--- config.mk ---
export PLATFORM = sky130hd
export DESIGN_NAME = stream_write_scheduler_flat
export DESIGN_NICKNAME = d
export VERILOG_FILES = /design/src/rtl/stream_write_scheduler_if.sv /design/src/rtl/stream_write_scheduler.sv /design/src/flat_wrapper.sv
export SDC_FILE = /design/constraint.sdc
export NUM_CORES = 1
export LEC_CHECK = 0
export CORE_ASPECT_RATIO = 0.9
export CORE_MARGIN = 1.5
export CORE_UTILIZATION = 53
export DETAILED_ROUTE_END_ITERATION = 8
export PLACE_DENSITY = 0.95
export REMOVE_ABC_BUFFERS = 1
export SETUP_SLACK_MARGIN = 0.15
export SYNTH_ARGS = -nofsm -noshare
export SYNTH_HDL_FRONTEND = slang
export SYNTH_SLANG_ARGS = --single-unit
--- constraint.sdc ---
create_clock -name clk -period 12.2 [get_ports clk]
set_input_delay 1.22 -clock clk [delete_from_list [all_inputs] [get_ports clk]]
set_output_delay 1.22 -clock clk [all_outputs]
set_load 0.01 [all_outputs]
--- src/rtl/stream_write_scheduler_if.sv ---
// Distribution RAM write port: one write per cycle, accepted when
// mem_wready is high while mem_we is asserted.
interface stream_write_scheduler_if #(
    parameter int ADDRESS_WIDTH = 9,
    parameter int DATA_WIDTH    = 16
);
    logic                     mem_we;
    logic                     mem_wready;
    logic [ADDRESS_WIDTH-2:0] mem_waddr;
    logic [3:0]               mem_wsel;
    logic [DATA_WIDTH-1:0]    mem_wdata;

    modport master (
        output mem_we,
        output mem_waddr,
        output mem_wsel,
        output mem_wdata,
        input  mem_wready
    );

    modport slave (
        input  mem_we,
        input  mem_waddr,
        input  mem_wsel,
        input  mem_wdata,
        output mem_wready
    );
endinterface

--- src/rtl/stream_write_scheduler.sv ---
// Streaming-pass sequencer for a D2Q9 lattice: walks cells in raster order,
// takes each cell's nine distributions and issues one RAM write per
// in-range direction, lowest direction first.
//
// state   | meaning
// IDLE    | waiting for start
// WAIT_IN | cell coordinate presented, waiting for f_in_valid
// WRITE   | issuing writes for the latched cell
// DONE    | one-cycle done pulse, then back to IDLE
module stream_write_scheduler #(
    parameter int GRID_DIM      = 256,
    parameter int SIDE_LENGTH   = GRID_DIM / 16,
    parameter int ADDRESS_WIDTH = $clog2(GRID_DIM) + 1,
    parameter int DATA_WIDTH    = 16
) (
    input  logic                       clk,
    input  logic                       rst_n,
    input  logic                       start,
    output logic                       busy,
    output logic                       done,
    output logic [ADDRESS_WIDTH-1:0]   cell_x,
    output logic [ADDRESS_WIDTH-1:0]   cell_y,
    input  logic [9*ADDRESS_WIDTH-1:0] stream_addr,
    input  logic [9*DATA_WIDTH-1:0]    f_in,
    input  logic                       f_in_valid,
    output logic                       f_in_ready,
    stream_write_scheduler_if.master   mem,
    output logic [15:0]                write_count
);

    typedef enum logic [1:0] {IDLE, WAIT_IN, WRITE, DONE} state_t;

    localparam logic [ADDRESS_WIDTH-1:0] LAST_POS = ADDRESS_WIDTH'(SIDE_LENGTH - 1);

    state_t                   state;
    logic [8:0]               mask;
    logic [3:0]               cur_dir;
    logic [DATA_WIDTH-1:0]    f_q    [9];
    logic [ADDRESS_WIDTH-2:0] addr_q [9];

    logic [8:0] mask_in;
    logic [8:0] mask_rem;
    logic       cell_done;
    logic       last_cell;

    function automatic logic [3:0] lowest_set(input logic [8:0] m);
        logic [3:0] r;
        r = '0;
        for (int i = 8; i >= 0; i--) begin
            if (m[i]) r = 4'(i);
        end
        return r;
    endfunction

    // Direction-valid mask from the streaming unit and the mask left after the current write.
    always_comb begin
        mask_in = '0;
        for (int i = 0; i < 9; i++) begin
            mask_in[i] = ~stream_addr[(9-i)*ADDRESS_WIDTH-1];
        end
        mask_rem  = mask & ~(9'b1 << cur_dir);
        last_cell = (cell_x == LAST_POS) && (cell_y == LAST_POS);
        cell_done = ((state == WAIT_IN) && f_in_valid && (mask_in == 9'b0)) ||
                    ((state == WRITE) && mem.mem_wready && (mask_rem == 9'b0));
    end

    // Main sequencer: state, cell walk, direction mask and write counter.
    always_ff @(posedge clk or negedge rst_n) begin
        if (!rst_n) begin
            state       <= IDLE;
            cell_x      <= '0;
            cell_y      <= '0;
            cur_dir     <= '0;
            mask        <= '0;
            write_count <= '0;
            busy        <= 1'b0;
            done        <= 1'b0;
        end else begin
            case (state)
                IDLE: begin
                    if (start) begin
                        cell_x      <= '0;
                        cell_y      <= '0;
                        write_count <= '0;
                        busy        <= 1'b1;
                        state       <= WAIT_IN;
                    end
                end
                WAIT_IN: begin
                    if (f_in_valid) begin
                        mask <= mask_in;
                        if (mask_in != 9'b0) begin
                            cur_dir <= lowest_set(mask_in);
                            state   <= WRITE;
                        end
                    end
                end
                WRITE: begin
                    if (mem.mem_wready) begin
                        mask <= mask_rem;
                        if (write_count != 16'hFFFF) write_count <= write_count + 16'd1;
                        if (mask_rem != 9'b0) cur_dir <= lowest_set(mask_rem);
                    end
                end
                DONE: begin
                    done  <= 1'b0;
                    busy  <= 1'b0;
                    state <= IDLE;
                end
                default: state <= IDLE;
            endcase

            // The final cell keeps its coordinate so the pass result stays readable.
            if (cell_done) begin
                if (last_cell) begin
                    done  <= 1'b1;
                    state <= DONE;
                end else begin
                    if (cell_x == LAST_POS) begin
                        cell_x <= '0;
                        cell_y <= cell_y + ADDRESS_WIDTH'(1);
                    end else begin
                        cell_x <= cell_x + ADDRESS_WIDTH'(1);
                    end
                    state <= WAIT_IN;
                end
            end
        end
    end

    // Cell data capture at the f_in handshake; pure datapath, no reset needed.
    always_ff @(posedge clk) begin
        if (state == WAIT_IN && f_in_valid) begin
            for (int i = 0; i < 9; i++) begin
                f_q[i]    <= f_in[(8-i)*DATA_WIDTH +: DATA_WIDTH];
                addr_q[i] <= stream_addr[(8-i)*ADDRESS_WIDTH +: ADDRESS_WIDTH-1];
            end
        end
    end

    // Handshake and write-port outputs decoded from registered state only.
    always_comb begin
        f_in_ready    = (state == WAIT_IN);
        mem.mem_we    = (state == WRITE);
        mem.mem_wsel  = '0;
        mem.mem_waddr = '0;
        mem.mem_wdata = '0;
        if (state == WRITE) begin
            mem.mem_wsel  = cur_dir;
            mem.mem_waddr = addr_q[cur_dir];
            mem.mem_wdata = f_q[cur_dir];
        end
    end

endmodule

--- src/flat_wrapper.sv ---
// flat-port wrapper written by rule: the top's interface ports become plain ports
module stream_write_scheduler_flat 
#(
    parameter int GRID_DIM      = 256,
    parameter int SIDE_LENGTH   = GRID_DIM / 16,
    parameter int ADDRESS_WIDTH = $clog2(GRID_DIM) + 1,
    parameter int DATA_WIDTH    = 16
)
  (clk, rst_n, start, busy, done, cell_x, cell_y, stream_addr, f_in, f_in_valid, f_in_ready, write_count, mem_mem_we, mem_mem_waddr, mem_mem_wsel, mem_mem_wdata, mem_mem_wready);
  stream_write_scheduler_if #(.ADDRESS_WIDTH(ADDRESS_WIDTH), .DATA_WIDTH(DATA_WIDTH)) mem_i ();
  input  logic clk;
  input  logic rst_n;
  input  logic start;
  output logic busy;
  output logic done;
  output logic [ADDRESS_WIDTH-1:0] cell_x;
  output logic [ADDRESS_WIDTH-1:0] cell_y;
  input  logic [9*ADDRESS_WIDTH-1:0] stream_addr;
  input  logic [9*DATA_WIDTH-1:0] f_in;
  input  logic f_in_valid;
  output logic f_in_ready;
  output logic [15:0] write_count;
  output wire logic [$bits(mem_i.mem_we)-1:0] mem_mem_we;
  output wire logic [$bits(mem_i.mem_waddr)-1:0] mem_mem_waddr;
  output wire logic [$bits(mem_i.mem_wsel)-1:0] mem_mem_wsel;
  output wire logic [$bits(mem_i.mem_wdata)-1:0] mem_mem_wdata;
  input wire logic [$bits(mem_i.mem_wready)-1:0] mem_mem_wready;
  assign mem_mem_we = mem_i.mem_we;
  assign mem_mem_waddr = mem_i.mem_waddr;
  assign mem_mem_wsel = mem_i.mem_wsel;
  assign mem_mem_wdata = mem_i.mem_wdata;
  assign mem_i.mem_wready = mem_mem_wready;
  stream_write_scheduler #(.GRID_DIM(GRID_DIM), .SIDE_LENGTH(SIDE_LENGTH), .ADDRESS_WIDTH(ADDRESS_WIDTH), .DATA_WIDTH(DATA_WIDTH)) u_core (.clk(clk), .rst_n(rst_n), .start(start), .busy(busy), .done(done), .cell_x(cell_x), .cell_y(cell_y), .stream_addr(stream_addr), .f_in(f_in), .f_in_valid(f_in_valid), .f_in_ready(f_in_ready), .mem(mem_i), .write_count(write_count));
endmodule
==> reports/results.ini <==
[floorplan]
die_height_um=141
fp.dieArea_mm2=0.0220
core_mm2=0.0208
ioPinCount=296
row_count=50
start_util_pct=54.0
die_w_um=156

[job]
cap_violations=0

[worst_setup_path]
crit_arrival_ns=3.67
crit_path_max_incr_delay_ns=0.79
cp_num_buf_inv=2
critPathMaxFanout=32
critical_path_class=flip-flop to output pin
cp.required_ns=10.98
crit_slowest_cell=dfrtp_4
start_kind=flip-flop
crit_path_end_kind=output pin
cp_top_family=buffers and inverters
crit_chain=buf_4 -> mux4_2 -> mux2i_1 -> nor2_1 -> a21oi_1 -> nor2_1 -> clkdlybuf4s50_1
crit_top_cell=nor2_1

[global_route]
antenna_found_initial=1
grt_pass1_vias=7849
grt-ovfl-total=0
track_usage_pct=27.2
grt_pass1_wl_um=44700
grt_max_degree=138

[finish]
drive_gt1_share_pct=11.9
area_delta_synth_final_pct=37.5
mostFrequentLayoutCell=clkdlybuf4s50_1
final_cell_mix=clkdlybuf4s50_1 (294), edfxtp_1 (216), nor2_1 (78)
fillCellCount=1193
fin_nets=1254

[clock_tree]
cts.reportedPaths.clkPinSlew_ns=0.06
clock_path_buffers=3
h-tree-depth=1
ctsResizeCount=0
numCtsBuffers=27
cts_sinks=267
cts_tree=yes
root_buffer=clkbuf_16
cts_hold_buf=0
clock_latency_ns=0.55
post_cts_buffers=0

[yosys]
synth_flop_cell=edfxtp_1
synth.top_cell.area_share_pct=57.8
ys_ff_latch=267
synth_top_cell_by_area=edfxtp_1
synth_area_mm2=0.0112
synth_area_leaders=edfxtp_1 (58%), dfrtp_1 (11%), mux4_2 (9.6%)
ys_types=55
synth_edf_count=216
seq_area_frac_synth_pct=69.2
syn_avg_cell_area_um2=15.5
synthCells=724
yosysWarnings=0
synth-async-reset-ratio_pct=19.1

[drt]
vias=7728
post-route-drc-count=0
avgRoutedWirePerCell_um=22.2
drt-initial-drc-count=747
drtAntennaViolNets=0
wirelength_um=29500
vias_per_cell=5.81
first_pass_iters=5

[power_and_ir_drop]
vdd_drop_max_uv=124
cellLeakagePower_nw=5.43
p_per_area_mw_per_mm2=195

[place]
io_buffers=295
dp.final_hpwl_um=19500
gp_congestion=0.881

[timing]
whs_ns=0.500
final.period_utilization_pct=40.1
worst_pin_slew_ns=1.08
fin_setup_tns_ns=0
hold_viol=0
min_period_ns=4.89
max_slew_margin_pct=27.7
rsz0062_at_grt=no
slew_violations=0
fmax_mhz=205
final.setup_skew_ns=0.0179
setup_violations=0

[status]
outcome=finished clean

[hold_path]
hold_path.class=flip-flop to flip-flop

==> logic make-up after synthesis <==
group	synth area share [%]
mux	12.9
buf+inv	1.94
simple gates	8.52
flops	69.2
compound gates	6.30
fa+ha+maj	0.335
xor+xnor	0.781
==> flip-flops by register name (all words and copies together), names as in the netlist <==
register,flops
u_core.write_count,16
u_core.done,1
u_core.cell_y,9
u_core.busy,1
u_core.cur_dir,4
u_core.cell_x,9
u_core.state,2
u_core.mask,9
u_core.f_q,144
u_core.addr_q,72
==> power by group <==
part           total, W  leakage (nW)  internal [W]  switching [W]
combinational  0.000813          2.29      0.000407       0.000407
clock          0.000908         0.476      0.000557       0.000352
sequential      0.00129          2.67       0.00116       0.000127
==> final cells by class <==
type | instances | area [um^2] | share of cell area [%]
Clock buffer | 36 | 739 | 4.80
Clock inverter | 14 | 243 | 1.57
Antenna cell | 1 | 2.50 | 0.0162
Tap cell | 286 | 358 | 2.32
Timing Repair Buffer | 301 | 2990 | 19.4
Inverter | 18 | 75.1 | 0.487
Sequential cell | 267 | 7770 | 50.4
Multi-Input combinational cell | 406 | 3240 | 21.0
==> per-stage QoR <==
step / instances / util [%] / cell area [um^2] / power, W / worst slack, ns
5_1_grt: 1329 / 74.2 / 15400 / 0.00313 / 7.06
3_5_place_dp: 1278 / 69.5 / 14400 / 0.00211 / 7.84
6_report: 1329 / 74.2 / 15400 / 0.00301 / 7.31
2_1_floorplan: 691 / - / 11100 / 0.00181 / 5.08
4_1_cts: 1328 / 74.2 / 15400 / 0.00303 / 7.22
3_3_place_gp: 1278 / 69.5 / 14400 / 0.00206 / 7.93
==> final timing paths <==
path / start / endpoint / slack, ns / cells past startpoint
setup / recovery: u_core.cur_dir[0] / mem_mem_wdata[10] / 7.31 / 7
hold / removal: u_core.done / u_core.done / 0.50 / 1
setup reg to reg: u_core.cur_dir[1] / u_core.cell_y[7] / 8.70 / 7
hold reg to reg: u_core.done / u_core.done / 0.50 / 1
max in group asynchronous: rst_n / u_core.cur_dir[0] / 10.92 / 2
min in group asynchronous: rst_n / u_core.write_count[8] / 0.79 / 2
==> routing by layer <==
layer / GRT usage [%] / part of all wire [%]
met2: 47.8 / 52
met3: 5.59 / 8.8
met1: 33.8 / 36
met5: 0 / 0
met4: 8.57 / 3.0
==> synth_stat cells, types with 3 or more instances <==
library cell and n:
a211oi_1 4, a21oi_1 50, a21oi_2 3, a31o_2 5
a31oi_1 4, and2_1 4, and3_1 8, buf_1 3
buf_2 6, clkbuf_1 21, dfrtp_1 51, edfxtp_1 216
ha_1 3, inv_1 17, mux2_2 5, mux2i_1 31
mux4_2 48, nand2_1 28, nand2b_1 7, nand3_1 20
nand4_1 10, nor2_1 78, nor3_1 5, nor3b_1 4
nor4_1 3, o211ai_1 4, o21ai_0 33, or3_1 7
or4_1 4, xor2_1 8
==> worst register-to-register path, cell delays in order, from the launching register on <==
cell,delay (ns)
dfrtp_2,0.86
buf_4,0.50
nor3b_1,0.55
a21oi_2,0.21
nor3_4,0.27
a21o_1,0.46
nand2_1,0.26
a31o_2,0.30
(Power assumes the default switching activity.)
